### src/rtl/credential_entry.sv
// credential_entry: keypad-side credential producer for AccessControl.
// Collects NUM_DIGITS hex digits, presents the assembled credential with a
// load strobe, waits for the grant response and tracks the granted session.
// Optional retry lockout is compiled in when RETRY_LOCKOUT_EN is defined.
module credential_entry #(
   parameter int NUM_DIGITS     = 4,
   parameter int LOAD_CYCLES    = 2,
   parameter int GRANT_TIMEOUT  = 8,
   parameter int MAX_FAILS      = 3,
   parameter int LOCKOUT_CYCLES = 1000
) (
   input  logic                    clk,
   input  logic                    rst,
   input  logic [3:0]              _Digit_In,
   input  logic                    _Digit_Valid,
   input  logic                    _Enter,
   input  logic                    _Clear,
   input  logic                    _Logout,
   input  logic                    _Access_grant,
   output logic [4*NUM_DIGITS-1:0] _Data_Out,
   output logic                    _Data_Out_Load,
   output logic [2:0]              _Digit_Count,
   output logic                    _Session_Active,
   output logic                    _Denied,
   output logic                    _Locked
);

   localparam int W    = 4 * NUM_DIGITS;
   localparam int T_LW = (LOAD_CYCLES > GRANT_TIMEOUT) ? LOAD_CYCLES : GRANT_TIMEOUT;
`ifdef RETRY_LOCKOUT_EN
   localparam int T_MAX = (LOCKOUT_CYCLES > T_LW) ? LOCKOUT_CYCLES : T_LW;
`else
   localparam int T_MAX = T_LW;
`endif
   localparam int            TW       = $clog2(T_MAX + 1);
   localparam logic [TW-1:0] LOAD_END = TW'(LOAD_CYCLES - 1);
   localparam logic [TW-1:0] WAIT_END = TW'(GRANT_TIMEOUT - 1);
   localparam logic [2:0]    FULL     = 3'(NUM_DIGITS);

   // The digit counter is 3 bits wide and every timed phase needs at least one cycle
   if (NUM_DIGITS < 2 || NUM_DIGITS > 7 || LOAD_CYCLES < 1 || GRANT_TIMEOUT < 1 ||
       MAX_FAILS < 1 || LOCKOUT_CYCLES < 1) begin : g_param_check
      $error("credential_entry: parameter out of range");
   end

   typedef enum logic [2:0] {
      IDLE    = 3'd0,
      COLLECT = 3'd1,
      LOAD    = 3'd2,
      WAIT    = 3'd3,
      GRANTED = 3'd4,
      DENIED  = 3'd5,
      LOCKED  = 3'd6
   } state_t;

   state_t        state_reg, state_next;
   logic [W-1:0]  sr_reg, sr_next;
   logic [2:0]    count_reg, count_next;
   logic [TW-1:0] timer_reg, timer_next;
   logic          load_reg, load_next;
   logic          session_reg, session_next;
   logic          denied_reg, denied_next;

`ifdef RETRY_LOCKOUT_EN
   localparam int            FW       = $clog2(MAX_FAILS + 1);
   localparam logic [FW-1:0] FAIL_MAX = FW'(MAX_FAILS);
   logic [FW-1:0] fail_reg, fail_next;
   logic          locked_reg, locked_next;

   // Consecutive-denial counter and lockout flag; reset cancels any lockout
   always_ff @(posedge clk or negedge rst) begin
      if (!rst) begin
         fail_reg   <= '0;
         locked_reg <= 1'b0;
      end else begin
         fail_reg   <= fail_next;
         locked_reg <= locked_next;
      end
   end

   assign _Locked = locked_reg;
`else
   assign _Locked = 1'b0;
`endif

   // State, credential shift register, counters and registered outputs
   always_ff @(posedge clk or negedge rst) begin
      if (!rst) begin
         state_reg   <= IDLE;
         sr_reg      <= '0;
         count_reg   <= '0;
         timer_reg   <= '0;
         load_reg    <= 1'b0;
         session_reg <= 1'b0;
         denied_reg  <= 1'b0;
      end else begin
         state_reg   <= state_next;
         sr_reg      <= sr_next;
         count_reg   <= count_next;
         timer_reg   <= timer_next;
         load_reg    <= load_next;
         session_reg <= session_next;
         denied_reg  <= denied_next;
      end
   end

   // Next-state and next-output decode; strobe priority is Clear > Enter > Digit
   always_comb begin
      state_next   = state_reg;
      sr_next      = sr_reg;
      count_next   = count_reg;
      timer_next   = timer_reg;
      load_next    = 1'b0;
      session_next = session_reg;
      denied_next  = 1'b0;
`ifdef RETRY_LOCKOUT_EN
      fail_next    = fail_reg;
      locked_next  = locked_reg;
`endif
      case (state_reg)
         IDLE: begin
            if (_Clear) begin
               sr_next    = '0;
               count_next = '0;
            end else if (!_Enter && _Digit_Valid) begin
               sr_next    = {sr_reg[W-5:0], _Digit_In};
               count_next = 3'd1;
               state_next = COLLECT;
            end
         end
         COLLECT: begin
            if (_Clear) begin
               sr_next    = '0;
               count_next = '0;
               state_next = IDLE;
            end else if (_Enter) begin
               // A short entry is simply ignored; the partial digits stay put
               if (count_reg == FULL) begin
                  state_next = LOAD;
                  load_next  = 1'b1;
                  timer_next = '0;
               end
            end else if (_Digit_Valid && count_reg != FULL) begin
               sr_next    = {sr_reg[W-5:0], _Digit_In};
               count_next = count_reg + 3'd1;
            end
         end
         LOAD: begin
            if (timer_reg == LOAD_END) begin
               state_next = WAIT;
               timer_next = '0;
            end else begin
               load_next  = 1'b1;
               timer_next = timer_reg + 1'b1;
            end
         end
         WAIT: begin
            // Grant is checked before the timeout so a last-cycle grant still wins
            if (_Access_grant) begin
               state_next   = GRANTED;
               session_next = 1'b1;
`ifdef RETRY_LOCKOUT_EN
               fail_next    = '0;
`endif
            end else if (timer_reg == WAIT_END) begin
               state_next  = DENIED;
               denied_next = 1'b1;
               sr_next     = '0;
               count_next  = '0;
`ifdef RETRY_LOCKOUT_EN
               fail_next   = (fail_reg == FAIL_MAX) ? fail_reg : fail_reg + 1'b1;
`endif
            end else begin
               timer_next = timer_reg + 1'b1;
            end
         end
         GRANTED: begin
            if (_Logout) begin
               state_next   = IDLE;
               session_next = 1'b0;
               sr_next      = '0;
               count_next   = '0;
            end
         end
         DENIED: begin
            state_next = IDLE;
`ifdef RETRY_LOCKOUT_EN
            if (fail_reg == FAIL_MAX) begin
               state_next  = LOCKED;
               locked_next = 1'b1;
               timer_next  = '0;
            end
`endif
         end
`ifdef RETRY_LOCKOUT_EN
         LOCKED: begin
            if (timer_reg == TW'(LOCKOUT_CYCLES - 1)) begin
               state_next  = IDLE;
               locked_next = 1'b0;
               fail_next   = '0;
            end else begin
               timer_next = timer_reg + 1'b1;
            end
         end
`endif
         default: state_next = IDLE;
      endcase
   end

   assign _Data_Out       = sr_reg;
   assign _Digit_Count    = count_reg;
   assign _Data_Out_Load  = load_reg;
   assign _Session_Active = session_reg;
   assign _Denied         = denied_reg;

endmodule

### config.mk
export PLATFORM = sky130hd
export DESIGN_NAME = credential_entry
export DESIGN_NICKNAME = d
export VERILOG_FILES = /design/src/rtl/credential_entry.sv
export SDC_FILE = /design/constraint.sdc
export NUM_CORES = 1
export LEC_CHECK = 0
export ABC_AREA = 1
export CORE_ASPECT_RATIO = 0.5
export CORE_MARGIN = 2
export CORE_UTILIZATION = 35
export CTS_CLUSTER_DIAMETER = 100
export CTS_CLUSTER_SIZE = 12
export DETAILED_ROUTE_END_ITERATION = 8
export PLACE_DENSITY = 0.54
export SLEW_MARGIN = 20
export SYNTH_ARGS = -nofsm -noshare
export SYNTH_HDL_FRONTEND = slang
export SYNTH_SLANG_ARGS = --single-unit
export TNS_END_PERCENT = 5
### constraint.sdc
create_clock -name clk -period 1.77 [get_ports clk]
set_input_delay 0.177 -clock clk [delete_from_list [all_inputs] [get_ports clk]]
set_output_delay 0.177 -clock clk [all_outputs]
set_load 0.03 [all_outputs]
After elaboration in Yosys (flattened, before gate mapping):

Cells that the tools add are included.

* register bits after elaboration: 29
* input port bits: 11
* output and inout bits: 23
* word-level logic and storage cells: 89

* add/subtract/negate cells: 2
* equal/unequal tests: 25
* multiplexer cells: 44
* reductions and logical operators: 11

Operator list (number)
* 2-to-1 mux 16 bit: 8
* one-hot mux 16 bit (4 select lines): 1
* 2-to-1 mux 3 bit: 15
* 2-to-1 mux 4 bit: 6
* inequality test 2 bit (second input constant): 11
* inequality test 3 bit (second input constant): 7
* one-hot mux 3 bit (5 select lines): 1
* AND reduction 7 bit: 2
* one-hot mux 3 bit (4 select lines): 1
* one-hot mux 4 bit (3 select lines): 1
* 2-to-1 mux 1 bit: 9
* == test 3 x 2 -> 1 bit (second input constant): 2
* == test 3 bit (second input constant): 2
* AND reduction 6 bit: 1
* adder 4 x 1 -> 4 bit (second input constant): 1
* == test 4 x 1 -> 1 bit (second input constant): 1
* == test 4 x 3 -> 1 bit (second input constant): 1
* one-hot mux 1 bit (2 select lines): 2
* nonzero test 4 bit: 1
* adder 3 x 1 -> 3 bit (second input constant): 1
* == test 3 x 1 -> 1 bit (second input constant): 1
* logical NOT 3 bit: 1
* AND reduction 3 bit: 1
* nonzero test 3 bit: 1
* 3 further kinds: 4

Depth between registers and ports, before layout:

* depth after elaboration: 6
* depth in mapped cells: 10
* mapped depth without buffers: 9

Least setup slack after synthesis:

Ideal clock, no wire load.

* path kind: reg2reg
* from: register count_reg[0], in the netlist _Digit_Count[0]
* to: register count_reg[0], in the netlist _Digit_Count[0]
* library setup time: 0.117 ns
* data arrival time: 1.493 ns
* data required time: 1.653 ns
* setup slack: 0.159 ns
* cell stages (with the launch flop): 11
* path buffers: 2
* period minus slack after synthesis: 1.611 ns
* cell sequence: dfrtp_1 inv_1 ha_1 nand2_1 nand3b_1 nand2_1 nand2_2 buf_6 buf_8 nand3_1 nand2_1

* word-level cells in the longest chain between the ends: 5
* elaborated cells on any way between the ends: 9
* classes of those cells: 1 x add/sub; 2 x eq/ne; 4 x mux; 2 x reduce/logical

RTL lines
* from (decl): line 58 `logic [2:0] count_reg, count_next;`
* from (signal assigned): line 99 `count_reg <= count_next;`
* adder 3 x 1 -> 3 bit: line 145 `count_next = count_reg + 3'd1;`
* 2-to-1 mux 3 bit: line 143 `end else if (_Digit_Valid && count_reg != FULL) begin`
* 2-to-1 mux 3 bit: line 136 `end else if (_Enter) begin`
* 2-to-1 mux 3 bit: line 132 `if (_Clear) begin`
* one-hot mux 3 bit (4 select lines): line 120 `case (state_reg)`

Parallel ways exist; a longest one is shown, timed or not. The select of a mux whose other input is x is not followed.
A chain may end at the register's enable or synchronous reset.

Worst setup path in the final report:

* from: register count_reg[2], in the netlist _Digit_Count[2]
* to: output _Digit_Count[2]

RTL lines
* to (decl): line 22 `output logic [2:0] _Digit_Count,`

No word-level cell between the ends.

==> impl_results.md <==
- Final Cell Area: 2250 sq um
- RSZ-0062 raised after global routing: false
- Total grt overflow: 0
- Vias in the first global route: 1412
- Crit end category: output pin
- Fin crit share: 89.3%
- Unique masters post-synth: 29
- Cells along the critical path: clkdlybuf4s50_1
- Crit-path max FO: 4
- Initial antenna violation count: 0
- Flops & latches, synth: 29
- Clk Latency, worst-skew pair: between 0.2 and 0.3 ns
- Post-DP Area: 2150 sq um
- Post-DP HPWL: approximately 2.8 mm
- Share of layout cells above drive strength 1: 13.2%
- End-of-flow core utilization: around 46%
- CTS H-tree lvls: 2
- Setup crit start: _Digit_Count[2]$_DFFE_PN0P_
- N_diodes: 0
- Cts hold-fix bufs: 0
- Hold slack: between 0.2 and 0.3 ns
- CP Depth: 1
- FF-to-FF Start: state_reg[0]$_DFFE_PN0P_
- GP Congestion: just over 0.8
- Routed WL: between 4 and 5 mm
- Initial DRC Count: 36
- Flop-to-flop setup slack: roughly 0.2 ns
- Max-slew violations: 0
- Leakage: roughly 1.1 nW
- Clk slew on worst S/H paths: 0.07 ns
- Post-cts sizing count: 0
- Min-delay worst type: in2async
- Critical path required time: 1.59 ns
- Critical path launch point type: flip-flop
- Layout Nets: 286
- WP buf/inv: 1
- Rows: 18
- Setup TNS: 0 ns
- DR WL/cell: around 12 microns
- Sequential area share after synthesis: between 40% and 50%
- Slowest-stage cell, CP: clkdlybuf4s50_1
- PD cells: between 1500 and 2000 nW/um^2
- Clock buffer depth: 2
- Status: completed
- Final routed DRC violation total: 0
- Chip height: between 50 and 60 microns
- R2R cell count: 8
- # setup viols final: 0
- CTS sink cnt: 29
- Routed vias/inst: 4.52
- CORE AREA: 4930 sq um
- Final hold vios: 0
- Post-Syn Area per Cell: 7.52 sq um
- Via count: 1546
- Commonest cells after routing, fill and taps aside: nand2_1, clkdlybuf4s50_1, nor2_1, dfrtp_1, nand3_1
- Fmax: between 600 and 700 MHz
- Num CTS Buffers: 5
- IO buf count: 32
- VDD IR max: 0.000640 V
- Die ar.: 5740 sq um
- Root Buffer: clkbuf_8
- Critical path type: reg2out
- Final min period: ~1.6 ns
- Reg-to-Reg End: _Data_Out[5]$_DFFE_PN0P_
- Post-CTS Setup Bufs: 0
- Layout area overhead: 25.6%
- Routed Antenna Nets: 0
- Largest net degree at the start of global routing: 30
- Commonest non-fill, non-tap cell in the layout: nand2_1
- CTS tree: done
- Pre-CTS setup slack: approximately 0.21 ns
- Initial Util: between 30% and 40%
- Skew final: between 0.003 and 0.004 ns
- Worst Setup EP: _Digit_Count[2]
- Max FFs per register: 16
- Global-route usage over all layers: about 15%
- Max stage delay on crit path: approximately 0.70 ns
- Delay-heaviest family, CP: buffers and inverters
- WP data arrival: 1.40 ns
- First-pass GRT wire length: about 6.7 mm
- Cells after synthesis: 238
- IO Count: 34
- Synth warnings: 0
- Max-capacitance violation count: 0
- Mapped Nets: 253
- Cell Area, Synth: about 1800 sq um
- Pre-antenna DRT Iters: 4
- Die width: roughly 110 microns
- Fillers: between 400 and 500
- Final setup margin: 0.190 ns
metal layers:
metal	up-vias	track usage (%)	wire length, microns
li1	810	-	-
met1	707	19.8	1960
met2	23	25.8	1870
met3	6	4.40	132
met4	0	4.67	47
met5	-	0	0
metrics by stage:
stage                     cells  power [mW]
final                       342        4.07
after global routing        342        4.42
after CTS                   342        4.13
after detailed placement    334        3.49
after global placement      334        3.48
after floorplan             238        2.91
Yosys cell counts:
| library cell | instances | area, sq um |
|---|---|---|
| nand3b_1 | 3 | 22.5 |
| nor2_2 | 1 | 6.26 |
| o21ai_0 | 3 | 15.0 |
| nand3_2 | 10 | 100 |
| nand2_1 | 93 | 349 |
| ha_1 | 4 | 50.1 |
| nor2_1 | 29 | 109 |
| buf_8 | 1 | 15.0 |
| nor3_1 | 1 | 5.00 |
| dfrtp_1 | 29 | 726 |
| inv_2 | 2 | 7.51 |
| o21ai_1 | 1 | 5.00 |
| buf_12 | 1 | 20.0 |
| nand2_2 | 3 | 18.8 |
| nand3_1 | 18 | 90.1 |
| buf_6 | 3 | 33.8 |
| and2_1 | 1 | 6.26 |
| xnor2_1 | 2 | 17.5 |
| nor2_4 | 2 | 22.5 |
| buf_4 | 3 | 22.5 |
| buf_2 | 2 | 10.0 |
| o21a_1 | 1 | 7.51 |
| clkbuf_1 | 2 | 7.51 |
| a21oi_1 | 6 | 30.0 |
| inv_1 | 11 | 41.3 |
| nand4_1 | 1 | 6.26 |
| nand2_4 | 3 | 33.8 |
| o21ai_2 | 1 | 8.76 |
| conb_1 | 1 | 3.75 |
worst min-delay path by stage:
stage	end	slack, ns	depth (start not counted)
after CTS	_Session_Active$_DFFE_PN0P_	0.30	2
after floorplan	_Data_Out[0]$_DFFE_PN0P_	-0.12	0
after detailed placement	_Data_Out[12]$_DFFE_PN0P_	0.46	2
after global placement	_Data_Out[12]$_DFFE_PN0P_	0.46	2
after global routing	timer_reg[0]$_DFFE_PN0P_	0.31	2
final	_Session_Active$_DFFE_PN0P_	0.28	2
power breakdown:
part | internal (mW) | switching, mW | total [mW]
Sequential | 0.889 | 0.265 | 1.15
Combinational | 0.840 | 1.47 | 2.31
Clock | 0.351 | 0.258 | 0.609
kinds of logic (layout without fill, tap and decap cells):
kind of cell    Yosys count  count (layout)  share of synthesized area [%]
compound gates           12              12                           3.70
xor+xnor                  2               2                          0.979
fa+ha+maj                 4               4                           2.80
buf+inv                  25              59                           8.80
flops                    29              29                           40.5
other cells               1               1                          0.209
simple gates            165             165                           43.0
area by class of cell:
class	instances	area (sq um)	area share, %
sequential	29	726	32.3
clock buffer	7	96.3	4.28
clock inverter	1	5.00	0.223
multi-input combinational	184	907	40.3
tap	70	87.6	3.90
inverter	13	48.8	2.17
timing repair buffer	38	378	16.8
(Power assumes the default switching activity.)
